### src/rtl/seq_notas.sv
`default_nettype none
// ============================================================================
// seq_notas : buffers a phrase of notes, replays it into the note classifier
//             with spaced ok strobes, then reports the classifier's tipo.
// Rev 1.0
// ============================================================================
module seq_notas #(
    parameter int DEPTH   = 8,
    parameter int GAP     = 1,
    parameter int TIMEOUT = 15
) (
    input  logic       clk,
    input  logic       reset,
    input  logic       wr,
    input  logic [2:0] nota_in,
    input  logic       tom_in,
    input  logic       start,
    input  logic       fim_cls,
    input  logic [1:0] tipo_cls,
    output logic       rst_cls,
    output logic       ok_cls,
    output logic [2:0] nota_cls,
    output logic       tom_cls,
    output logic       busy,
    output logic       done,
    output logic [1:0] tipo_out,
    output logic [3:0] count,
    output logic       full,
    output logic       err
);
    localparam int            AW      = (DEPTH > 1) ? $clog2(DEPTH) : 1;
    localparam int            CW      = AW + 1;
    localparam logic [CW-1:0] DEPTH_C = CW'(DEPTH);
    localparam logic [CW-1:0] ONE_C   = CW'(1);

    typedef enum logic [2:0] {
        S_IDLE  = 3'd0,
        S_CLEAR = 3'd1,
        S_SEND  = 3'd2,
        S_GAP   = 3'd3,
        S_WAIT  = 3'd4,
        S_DONE  = 3'd5
    } state_t;

    state_t        state_q;
    logic [2:0]    mem_q [DEPTH];
    logic [AW-1:0] wp_q;
    logic [AW-1:0] rp_q;
    logic [CW-1:0] cnt_q;
    logic          tom_q;
    logic [2:0]    gap_q;
    logic [7:0]    tmo_q;

    logic          rst_cls_q;
    logic          ok_cls_q;
    logic [2:0]    nota_cls_q;
    logic          tom_cls_q;
    logic          busy_q;
    logic          done_q;
    logic [1:0]    tipo_q;
    logic          err_q;

    logic          full_d;
    logic          wr_acc_d;
    logic          fim_take_d;
    logic [CW-1:0] cnt_wr_d;
    logic [AW-1:0] rp_nx_d;

    assign full_d     = (cnt_q == DEPTH_C);
    assign wr_acc_d   = (state_q == S_IDLE) && wr && !full_d;
    assign cnt_wr_d   = wr_acc_d ? (cnt_q + ONE_C) : cnt_q;
    assign rp_nx_d    = rp_q + AW'(1);
    assign fim_take_d = fim_cls &&
                        ((state_q == S_SEND) || (state_q == S_GAP) || (state_q == S_WAIT));

    // Note storage carries no reset: occupancy is tracked by cnt_q alone.
    always_ff @(posedge clk) begin
        if (wr_acc_d) begin
            mem_q[wp_q] <= nota_in;
        end
    end

    always_ff @(posedge clk or posedge reset) begin
        if (reset) begin
            state_q    <= S_IDLE;
            wp_q       <= '0;
            rp_q       <= '0;
            cnt_q      <= '0;
            tom_q      <= 1'b0;
            gap_q      <= '0;
            tmo_q      <= '0;
            rst_cls_q  <= 1'b0;
            ok_cls_q   <= 1'b0;
            nota_cls_q <= '0;
            tom_cls_q  <= 1'b0;
            busy_q     <= 1'b0;
            done_q     <= 1'b0;
            tipo_q     <= '0;
            err_q      <= 1'b0;
        end else begin
            rst_cls_q <= 1'b0;
            ok_cls_q  <= 1'b0;
            done_q    <= 1'b0;

            if (fim_take_d) begin
                // Early or on-time result: drop whatever is left of the phrase.
                tipo_q  <= tipo_cls;
                cnt_q   <= '0;
                rp_q    <= wp_q;
                done_q  <= 1'b1;
                state_q <= S_DONE;
            end else begin
                case (state_q)
                    S_IDLE: begin
                        cnt_q <= cnt_wr_d;
                        if (wr_acc_d) begin
                            wp_q <= wp_q + AW'(1);
                            if (cnt_q == '0) begin
                                tom_q <= tom_in;
                            end
                        end
                        if (start && (cnt_wr_d != '0)) begin
                            err_q     <= 1'b0;
                            rst_cls_q <= 1'b1;
                            busy_q    <= 1'b1;
                            state_q   <= S_CLEAR;
                        end else if (wr && full_d) begin
                            err_q <= 1'b1;
                        end
                    end
                    S_CLEAR: begin
                        ok_cls_q   <= 1'b1;
                        nota_cls_q <= mem_q[rp_q];
                        tom_cls_q  <= tom_q;
                        state_q    <= S_SEND;
                    end
                    S_SEND: begin
                        rp_q  <= rp_nx_d;
                        cnt_q <= cnt_q - ONE_C;
                        if (cnt_q == ONE_C) begin
                            tmo_q   <= '0;
                            state_q <= S_WAIT;
                        end else if (GAP == 0) begin
                            ok_cls_q   <= 1'b1;
                            nota_cls_q <= mem_q[rp_nx_d];
                            state_q    <= S_SEND;
                        end else begin
                            gap_q   <= '0;
                            state_q <= S_GAP;
                        end
                    end
                    S_GAP: begin
                        if (gap_q == 3'(GAP - 1)) begin
                            ok_cls_q   <= 1'b1;
                            nota_cls_q <= mem_q[rp_q];
                            state_q    <= S_SEND;
                        end else begin
                            gap_q <= gap_q + 3'd1;
                        end
                    end
                    S_WAIT: begin
                        if (tmo_q == 8'(TIMEOUT)) begin
                            tipo_q  <= 2'b00;
                            err_q   <= 1'b1;
                            done_q  <= 1'b1;
                            state_q <= S_DONE;
                        end else begin
                            tmo_q <= tmo_q + 8'd1;
                        end
                    end
                    S_DONE: begin
                        busy_q  <= 1'b0;
                        state_q <= S_IDLE;
                    end
                    default: begin
                        busy_q  <= 1'b0;
                        state_q <= S_IDLE;
                    end
                endcase
            end
        end
    end

    // The count port is 4 bits wide; a completely full 16-deep buffer reads 0 with full set.
    generate
        if (CW >= 4) begin : g_cnt_trunc
            assign count = cnt_q[3:0];
        end else begin : g_cnt_ext
            assign count = {{(4 - CW){1'b0}}, cnt_q};
        end
    endgenerate

    assign rst_cls  = rst_cls_q;
    assign ok_cls   = ok_cls_q;
    assign nota_cls = nota_cls_q;
    assign tom_cls  = tom_cls_q;
    assign busy     = busy_q;
    assign done     = done_q;
    assign tipo_out = tipo_q;
    assign full     = full_d;
    assign err      = err_q;

endmodule
`default_nettype wire

### config.mk
export PLATFORM = sky130hd
export DESIGN_NAME = seq_notas
export DESIGN_NICKNAME = d
export VERILOG_FILES = /design/src/rtl/seq_notas.sv
export SDC_FILE = /design/constraint.sdc
export NUM_CORES = 1
export LEC_CHECK = 0
export CORE_AREA = 2 2 99 101
export DETAILED_ROUTE_END_ITERATION = 8
export DIE_AREA = 0 0 101 103
export PLACE_DENSITY = 0.56
export SLEW_MARGIN = 0
export SYNTH_ARGS = -nofsm -noshare
export SYNTH_HDL_FRONTEND = slang
export SYNTH_SLANG_ARGS = --single-unit
export TNS_END_PERCENT = 100
### constraint.sdc
create_clock -name clk -period 1.97 [get_ports clk]
set_input_delay 0.2955 -clock clk [delete_from_list [all_inputs] [get_ports clk]]
set_output_delay 0.2955 -clock clk [all_outputs]
set_load 0.03 [all_outputs]
==> results of run 1 <==
## report_power, final
part | switching [mW] | internal, mW | leakage, nW
Combinational | 1.36 | 1.22 | 0.785
Sequential | 0.312 | 1.60 | 0.675
Clock | 0.502 | 0.576 | 0.0926
## timing repair
item,CTS,global route
endpoints found under the setup margin,4,24
resized for setup,2,7
pin swaps,1,2
cloned,1,0
## cells in the mapped netlist, types with 2 or more instances
cell type / number / area share, %
dfrtp_1: 36 / 30
edfxtp_1: 24 / 24
nand2_1: 19 / 2.3
nor2_1: 18 / 2.2
a21oi_1: 11 / 1.8
o31ai_1: 11 / 2.7
clkbuf_1: 10 / 1.2
ha_1: 9 / 3.7
o21ai_0: 8 / 1.3
inv_1: 7 / 0.87
a22o_1: 6 / 1.7
mux4_2: 6 / 4.5
nand3_1: 6 / 0.99
nor3_1: 6 / 0.99
o21ai_1: 6 / 0.99
nand2b_1: 5 / 1.0
xnor2_1: 5 / 1.4
a31oi_1: 4 / 0.82
mux2i_1: 4 / 1.3
nor2b_1: 4 / 0.82
or3b_1: 4 / 1.2
a211oi_1: 3 / 0.74
and2_1: 3 / 0.62
buf_2: 3 / 0.49
mux2_2: 3 / 1.1
nor3b_1: 3 / 0.74
and3_1: 2 / 0.41
and3b_1: 2 / 0.58
buf_6: 2 / 0.74
nand4_1: 2 / 0.41
o211ai_1: 2 / 0.49
## layout make-up
class | count | share of cell area [%]
Clock inverter | 7 | 1.729
Multi-Input combinational cell | 180 | 35.32
Clock buffer | 9 | 3.170
Timing Repair Buffer | 64 | 13.90
Inverter | 7 | 0.6724
Tap cell | 114 | 3.650
Sequential cell | 60 | 41.56
## stage by stage
step,total power [mW],instance area [um^2],TNS (ns)
6_report,5.567,3908,0
5_1_grt,5.920,3908,-0.2106
4_1_cts,5.565,3867,-0.01395
3_5_place_dp,4.412,3660,-3.912
3_3_place_gp,4.371,3660,-2.884
2_1_floorplan,3.487,3059,-0.7106
## worst max-delay path: stages, from the launching register on
cell and delay (ns):
dfrtp_2 0.41, inv_2 0.06, ha_1 0.14, or3b_4 0.40
a2111o_1 0.50, o31ai_1 0.23, o21ai_1 0.11
## cell usage in the layout, fill, tap and decap left out, types with 5 or more instances in the layout
| master | netlist | routed |
|---|---|---|
| o21ai_0 | 8 | 7 |
| mux4_2 | 6 | 6 |
| nor2_1 | 18 | 16 |
| edfxtp_1 | 24 | 24 |
| a21oi_1 | 11 | 11 |
| nand2_1 | 19 | 19 |
| clkbuf_8 | 0 | 9 |
| xnor2_1 | 5 | 5 |
| ha_1 | 9 | 8 |
| clkdlybuf4s50_1 | 0 | 25 |
| dfrtp_1 | 36 | 34 |
| nand2b_1 | 5 | 5 |
| buf_4 | 0 | 39 |
| o31ai_1 | 11 | 8 |
| inv_1 | 7 | 6 |
| nor3_1 | 6 | 5 |
| nand3_1 | 6 | 6 |
| a22o_1 | 6 | 6 |
| o21ai_1 | 6 | 6 |
## worst paths after layout
kind / from / to / slack, ns / depth (start not counted)
max in group asynchronous: reset / count[1] / 1.22 / 3
min reg2reg: busy / busy / 0.50 / 2
max: count[1] / tmo_q[6] / 0.008 / 6
min in group clk: busy / busy / 0.50 / 2
max reg2reg: count[1] / tmo_q[6] / 0.008 / 6
min: reset / tipo_out[0] / 0.36 / 3
## cell families (layout without fill, tap and decap cells)
family          after synthesis  after routing  share of synthesized area, %
compound gates               66             67                         15.09
xor+xnor                      6              6                         1.731
fa+ha+maj                     9              9                         3.710
buf+inv                      23             87                         3.462
flops                        60             60                         53.42
mux                          13             13                         6.884
simple gates                 85             85                         15.71
## registers in the layout, summed over array words and instances (netlist names)
signal / flops
ok_cls: 1
count: 4
tom_cls: 1
nota_cls: 3
done: 1
rp_q: 3
busy: 1
err: 1
mem_q: 24
tipo_out: 2
tmo_q: 8
wp_q: 3
tom_q: 1
gap_q: 3
rst_cls: 1
state_q: 3
## metal layers
metal  wire, um  part of all wire [%]  vias to the layer above  global-route usage, %
li1           -                     -                     1109                      -
met1       3438                    48                     1135                  19.56
met2       3300                    47                       44                  22.97
met3        259                   3.7                        7                  3.661
met4         92                   1.3                        0                  5.821
met5          0                     0                        -                      0
==> flow_summary.ini, run 1 <==
[synthesis]
synth_edf_count = 24
postSynthAreaPerCell_um2 = 11.59
yosysWarnings = 0
seq_area_frac_synth_pct = 53.42
synthArstFlopShare_pct = 60.00
synth_flop_cell = dfrtp_1
synthCells = 262
syn-num-nets = 282
synth_cell_type_count = 59
syn_area_um2 = 3035
ys_ff_latch = 60

[placed_design]
place_ws_ns = -0.2149
dp_cells = 424
dp_hpwl_um = 5021
portBuffers = 26
gp_congestion = 0.8972

[floorplan]
core_um2 = 9459
fp-row-count = 36
die_width_um = 101
boundaryPins = 27
die_y_um = 103
start_util_pct = 32.09
dieArea_um2 = 10400

[sta]
post-route-min-period_ns = 1.962
fin_crit_sh_pct = 99.58
maxSlewViolCount = 0
worst_slew_pin_slew_ns = 0.4762
rsz0062_at_grt = yes
holdWs_ns = 0.3633
timing.fmax_mhz = 509.8
fin_ws_ns = 0.008271
setup_viol = 0
skew_ns = 0.01134
relSlewSlack_pct = 68.25
hold_viol = 0

[clocking]
cts-root-buf = clkbuf_8
postCtsHoldBufs = 0
postCtsSetupBuffers = 0
cts.reportedPaths.clkPinSlew_ns = 0.08
numCtsBuffers = 9
clock_latency_ns = 0.34
clk_path_buf_depth = 2
cts_tree = yes
htreeDepth = 3
cts_num_sinks = 60

[final_layout]
fillers = 925
fin_cells = 441
postLayoutCoreUtil_pct = 41.31
syn2layout_area_growth_pct = 28.73
diodes = 0
multi_input_area_um2 = 1380
nets = 342
drive_gt1_share_pct = 25.69
final-seq-area_um2 = 1624

[hold_path]
hold_path.class = input pin to async pin

[route]
wl_per_cell_um = 16.08
route.detailed.drc = 0
first_iter_violations = 77
viasPerCell = 5.204
drt_first_pass_iters = 4
wirelength_um = 7090
drtAntennaViolNets = 0
vias = 2295

[global_route]
grt_usage_pct = 14.64
grt_max_degree = 37
grt_remaining_overflow = 0
grt_pass1_vias = 2335
grt_pass1_wl_um = 11610
antenna_found_initial = 0

[worst_setup_path]
cp_data_arrival_time_ns = 2.18
worst-path-max-fanout = 5
crit_type = flip-flop to flip-flop
cp-end-kind = flip-flop
cp-start-kind = flip-flop
cp.required_ns = 2.19

[outcome]
outcome = complete, no violations

[power]
powerDensity_nw_per_um2 = 1425
p_leak_nw = 1.553
peakVddDrop_v = 0.0006476

[flow_run]
cap_violations = 0
No activity file was read; power rests on OpenSTA's default activity.
==> run 2: changes to the inputs <==
--- a/config.mk
+++ b/config.mk
@@ -10,5 +10,6 @@
 export DIE_AREA = 0 0 101 103
 export PLACE_DENSITY = 0.56
-export SLEW_MARGIN = 0
+export SETUP_SLACK_MARGIN = 0.5
+export SLEW_MARGIN = 10
 export SYNTH_ARGS = -nofsm -noshare
 export SYNTH_HDL_FRONTEND = slang
==> constraint.sdc (replaced) <==
create_clock -name clk -period 1.97 [get_ports clk]
set_input_delay 0.197 -clock clk [delete_from_list [all_inputs] [get_ports clk]]
set_output_delay 0.197 -clock clk [all_outputs]
set_load 0.03 [all_outputs]
==> run 2 against run 1 <==
  * Die area unchanged
  * Total power increased by 15%
  * Clock power decreased by 13%
  * Critical path depth increased by 5
  * Core utilization increased by 6.0 points
  * First-iteration DRC count increased by 65%
  * Maximum frequency about the same
  * Cell count increased by 6.1%
  * Highest routed layer unchanged
==> flow_summary.ini, run 2 (same netlist as run 1, synthesis figures left out) <==
[floorplan]
start_util_pct = 32.09
dieArea_um2 = 10400
die_width_um = 101
fp-row-count = 36
die_y_um = 103
core_um2 = 9459
boundaryPins = 27

[sta]
setup_viol = 0
fin_crit_sh_pct = 99.63
skew_ns = 0.01128
worst_slew_pin_slew_ns = 0.4832
hold_viol = 0
holdWs_ns = 0.2694
timing.fmax_mhz = 509.5
relSlewSlack_pct = 67.68
post-route-min-period_ns = 1.963
rsz0062_at_grt = yes
maxSlewViolCount = 0

[power]
intPower_mw = 3.825
switching_share_pct = 40.37
p_total_mw = 6.414
p_leak_nw = 1.820
seqPwrFrac_pct = 30.7
switching_power_mw = 2.589
p_clk_share_pct = 14.7
powerDensity_nw_per_um2 = 1434
peakVddDrop_v = 0.0006435
combPwrFrac_pct = 54.6

[global_route]
grt_use_met3_pct = 2.644
grt_max_degree = 37
grt_usage_pct = 16.47
grt_pass1_vias = 2552
antenna_found_initial = 0
grt_use_met1_pct = 21.15
grt_pass1_wl_um = 13000
grt_use_met2_pct = 27.44
grt_remaining_overflow = 0
gr-max-usage-layer = met2

[route]
viasPerCell = 5.276
first_iter_violations = 127
vias = 2469
route.detailed.drc = 0
drtAntennaViolNets = 0
wirelength_um = 7996
drt_first_pass_iters = 4
wl_per_cell_um = 17.09

[worst_setup_path]
cp-end-kind = flip-flop
cp_data_arrival_time_ns = 2.19
crit_type = flip-flop to flip-flop
slowest_delay_ns = 0.37
cp.required_ns = 2.20
worst-path-max-fanout = 2
cp_top_family = compound AO/OA/AOI/OAI gates
cp_cell_sequence = inv_2 -> buf_4 -> buf_6 -> buf_6 -> ha_4 -> buf_6 -> buf_6 -> a211oi_4 -> o211a_1 -> o21ai_1 -> o221a_2
cp.buffers_inverters = 6
cpMostUsedCell = buf_6
cp-start-kind = flip-flop
slowest_stage = dfrtp_2

[placed_design]
portBuffers = 26
gp_congestion = 0.8655
dp_hpwl_um = 4958

[flow_run]
cap_violations = 0

[clocking]
cts-root-buf = clkbuf_8
numCtsBuffers = 9
cts_num_sinks = 60
clock_latency_ns = 0.34
cts.reportedPaths.clkPinSlew_ns = 0.07
clk_path_buf_depth = 2
cts_tree = yes
htreeDepth = 3
postCtsHoldBufs = 0

[final_layout]
syn2layout_area_growth_pct = 47.36
fillers = 867
final_common_cell = buf_4
diodes = 0
top_register = mem_q
final_cell_mix = buf_4 (41), dfrtp_1 (31), edfxtp_1 (24), buf_6 (22), nand2_1 (14)
multi_input_area_um2 = 1673
nets = 369
drive_gt1_share_pct = 45.48
largest_reg_flops = 24
final-seq-area_um2 = 1628

[hold_path]
hold_path.class = input pin to async pin

[outcome]
outcome = complete, no violations
==> run 2: cell count changes in the layout (fill, tap and decap cells not counted), moves of 4 or more <==
| cell | previous run | this run |
|---|---|---|
| dlygate4sd2_1 | 0 | 11 |
| buf_6 | 0 | 22 |
| buf_2 | 0 | 4 |
| nor2_4 | 0 | 5 |
| o21ai_0 | 7 | 1 |
| clkdlybuf4s50_1 | 25 | 10 |
| o21ai_1 | 6 | 10 |
| nor3_1 | 5 | 0 |
| nand2_1 | 19 | 14 |
| nor2_1 | 16 | 12 |
==> run 2: power groups by stage <==
stage	Sequential [mW]	Clock [mW]	Combinational [mW]
after CTS	1.96	0.964	3.28
after detailed placement	1.95	0	2.53
after global routing	2.02	1.02	3.76
final	1.97	0.945	3.50
after floorplan	2.08	0	1.53
after global placement	1.95	0	2.50
==> run 2: worst paths after layout <==
path / endpoint / cells after the start / startpoint / slack (ns)
setup / recovery: state_q[0] / 11 / count[1] / 0.007
hold / removal: done / 3 / reset / 0.27
setup reg to reg: state_q[0] / 11 / count[1] / 0.007
hold reg to reg: busy / 2 / busy / 0.49
max in group asynchronous: count[0] / 3 / reset / 1.33
min in group clk: tipo_out[1] / 2 / tipo_cls[1] / 0.47
==> run 2: area by class of cell <==
| class | instances | area share [%] |
|---|---|---|
| Inverter | 7 | 0.5874 |
| Sequential cell | 60 | 36.39 |
| Tap cell | 114 | 3.189 |
| Clock inverter | 7 | 0.9790 |
| Clock buffer | 9 | 2.769 |
| Timing Repair Buffer | 91 | 18.69 |
| Multi-Input combinational cell | 180 | 37.40 |
==> run 2: metal layers <==
layer,vias to the layer above,wire (um)
li1,1167,-
met1,1228,3615
met2,61,3944
met3,13,267
met4,0,169
met5,-,0
==> run 2: stage by stage <==
| stage | area [um^2] | setup TNS (ns) | util, % | instances | setup WS (ns) |
|---|---|---|---|---|---|
| after detailed placement | 3685 | -0.1758 | 38.96 | 418 | -0.04046 |
| after global routing | 4473 | -0.2812 | 47.29 | 468 | -0.04004 |
| final | 4473 | 0 | 47.29 | 468 | 0.007217 |
| after floorplan | 3139 | -0.7081 | - | 262 | -0.1197 |
| after global placement | 3685 | -0.08324 | 38.96 | 418 | -0.01404 |
| after CTS | 4387 | -0.03237 | 46.38 | 465 | -0.02033 |
==> run 2: timing repair <==
item | 4_1_cts | 5_1_grt
cloned | 3 | 0
endpoints found under the setup margin | 73 | 61
resized for setup | 99 | 22
setup buffers | 28 | 3
pin swaps | 35 | 22
==> run 2: worst register-to-register path, stage by stage, from the launching register on <==
cell and delay [ns]:
dfrtp_2 0.37, inv_2 0.05, buf_4 0.13, buf_6 0.11, buf_6 0.11, ha_4 0.15
buf_6 0.12, buf_6 0.12, a211oi_4 0.22, o211a_1 0.16, o21ai_1 0.07, o221a_2 0.25
==> run 3: changes to the inputs <==
- RECOVER_POWER: not set -> 50
- SKIP_CTS_REPAIR_TIMING: not set -> 1
==> run 3 against run 2 <==
  * The run now ends with negative setup slack left
  * Worst setup slack lost 0.052 ns
  * Core utilization grew 0.67 points
  * Cell count grew 0.85%
  * Clock-buffer cell count is the same
  * Via count grew 0.81%
  * Largest power group unchanged
==> flow_summary.ini, run 3 (same netlist as run 1, synthesis figures left out) <==
[route]
wl_per_cell_um = 17.34
first_iter_violations = 121
wirelength_um = 8186
viasPerCell = 5.273
vias = 2489
drt_first_pass_iters = 4
drtAntennaViolNets = 0
route.detailed.drc = 0

[floorplan]
core_um2 = 9459
dieArea_um2 = 10400
die_width_um = 101
boundaryPins = 27
die_y_um = 103
fp-row-count = 36
start_util_pct = 32.09

[global_route]
grt_max_degree = 37
grt_pass1_wl_um = 11290
grt_remaining_overflow = 0
antenna_found_initial = 0
grt_usage_pct = 14.15
grt_pass1_vias = 2263

[worst_setup_path]
crit_type = flip-flop to flip-flop
slowest_delay_ns = 0.55
r2r-start = count[1]
cp.required_ns = 2.19
cp.buffers_inverters = 1
reg2reg_slack_ns = -0.04
r2r-end = tmo_q[5]
rr_worst_depth = 6
cpMostUsedCell = o31ai_1
worst-path-max-fanout = 5
endpoint = tmo_q[5]
cp_data_arrival_time_ns = 2.23
cp_top_family = compound AO/OA/AOI/OAI gates
crit_start = count[1]
cp.depth = 6
cp_cell_sequence = inv_2 -> ha_1 -> or3b_4 -> a2111o_1 -> o31ai_1 -> o31ai_1
cp-end-kind = flip-flop
cp-start-kind = flip-flop
slowest_stage = a2111o_1

[placed_design]
portBuffers = 26
place_ws_ns = -0.04046
dp_hpwl_um = 4958
postPlaceCellArea_um2 = 3685
dp_cells = 418
gp_congestion = 0.8655

[final_layout]
final_common_cell = buf_4
fillers = 853
finalInstanceArea_um2 = 4537
final-seq-area_um2 = 1629
drive_gt1_share_pct = 48.04
multi_input_area_um2 = 1720
nets = 373
diodes = 0
final_cell_mix = buf_4 (50), dfrtp_1 (30), edfxtp_1 (24), buf_6 (15), nor2_1 (13)
fin_cells = 472
top_register = mem_q
syn2layout_area_growth_pct = 49.46
postLayoutCoreUtil_pct = 47.96
largest_reg_flops = 24

[sta]
holdWs_ns = 0.4735
hold_viol = 0
timing.fmax_mhz = 496.4
rsz0062_at_grt = yes
relSlewSlack_pct = 36.87
post-route-min-period_ns = 2.014
worst_slew_pin_slew_ns = 0.9469
fin_ws_ns = -0.04443
skew_ns = 0.009125
maxSlewViolCount = 0
fin_crit_sh_pct = 102.3
setup_viol = 5

[power]
switching_share_pct = 41.01
powerDensity_nw_per_um2 = 1431
seqPwrFrac_pct = 30.3
peakVddDrop_v = 0.0006351
switching_power_mw = 2.661
combPwrFrac_pct = 55.2
p_clk_share_pct = 14.5
intPower_mw = 3.829
p_leak_nw = 1.921

[outcome]
outcome = complete, but fails checks
violations = negative setup slack

[flow_run]
cap_violations = 0

[clocking]
cts-root-buf = clkbuf_8
clk_path_buf_depth = 2
cts_num_sinks = 60
cts.reportedPaths.clkPinSlew_ns = 0.07
htreeDepth = 3
numCtsBuffers = 9
cts_tree = yes
clock_latency_ns = 0.34

[hold_path]
hold_path.class = input pin to flip-flop
[run 3: cell types whose count changed in the layout (fill, tap and decap cells not counted), moves of 3 or more]
| cell | delta |
|---|---|
| dlygate4sd3_1 | +4 |
| nand2_1 | -3 |
| dlymetal6s2s_1 | +8 |
| buf_6 | -7 |
| buf_4 | +9 |
| buf_2 | -3 |
| clkbuf_2 | +3 |
| clkdlybuf4s50_1 | -4 |
| clkbuf_1 | +5 |
| dlygate4sd2_1 | -11 |
[run 3: stage by stage]
| stage | power (mW) | setup TNS [ns] |
|---|---|---|
| 2_1_floorplan | 3.605 | -0.7081 |
| 3_3_place_gp | 4.456 | -0.08324 |
| 3_5_place_dp | 4.488 | -0.1758 |
| 4_1_cts | 5.443 | -0.03119 |
| 5_1_grt | 6.856 | -0.4801 |
| 6_report | 6.490 | -0.1529 |
[run 3: power groups by stage]
stage,sequential [mW],combinational [mW],clock (mW)
3_5_place_dp,1.95,2.53,0
3_3_place_gp,1.95,2.50,0
5_1_grt,2.01,3.83,1.01
2_1_floorplan,2.08,1.53,0
6_report,1.97,3.58,0.944
4_1_cts,1.93,2.55,0.964
[run 3: how the worst min path moves through the flow]
stage                      from          end  slack [ns]  cells past startpoint
detailed placement     tmo_q[7]     tmo_q[7]        0.49                      1
finish              tipo_cls[1]  tipo_out[1]        0.47                      2
global route             tom_in        tom_q        0.47                      2
global placement       tmo_q[7]     tmo_q[7]        0.47                      1
CTS                       reset  tipo_out[0]        0.28                      3
floorplan               fim_cls   state_q[1]        0.29                      1
[run 3: per-layer routing]
metal,global-route usage (%),vias to the layer above,wire length [um]
li1,-,1180,-
met3,2.644,11,213
met4,6.549,0,170
met5,0,-,0
met1,18.98,1255,3770
met2,22.36,43,4031
[run 3: cell type report]
cell class	instances	share of cell area, %
Inverter	7	0.7446
Tap cell	114	3.144
Sequential cell	60	35.91
Multi-Input combinational cell	180	37.92
Timing Repair Buffer	95	18.59
Clock buffer	9	2.730
Clock inverter	7	0.9653
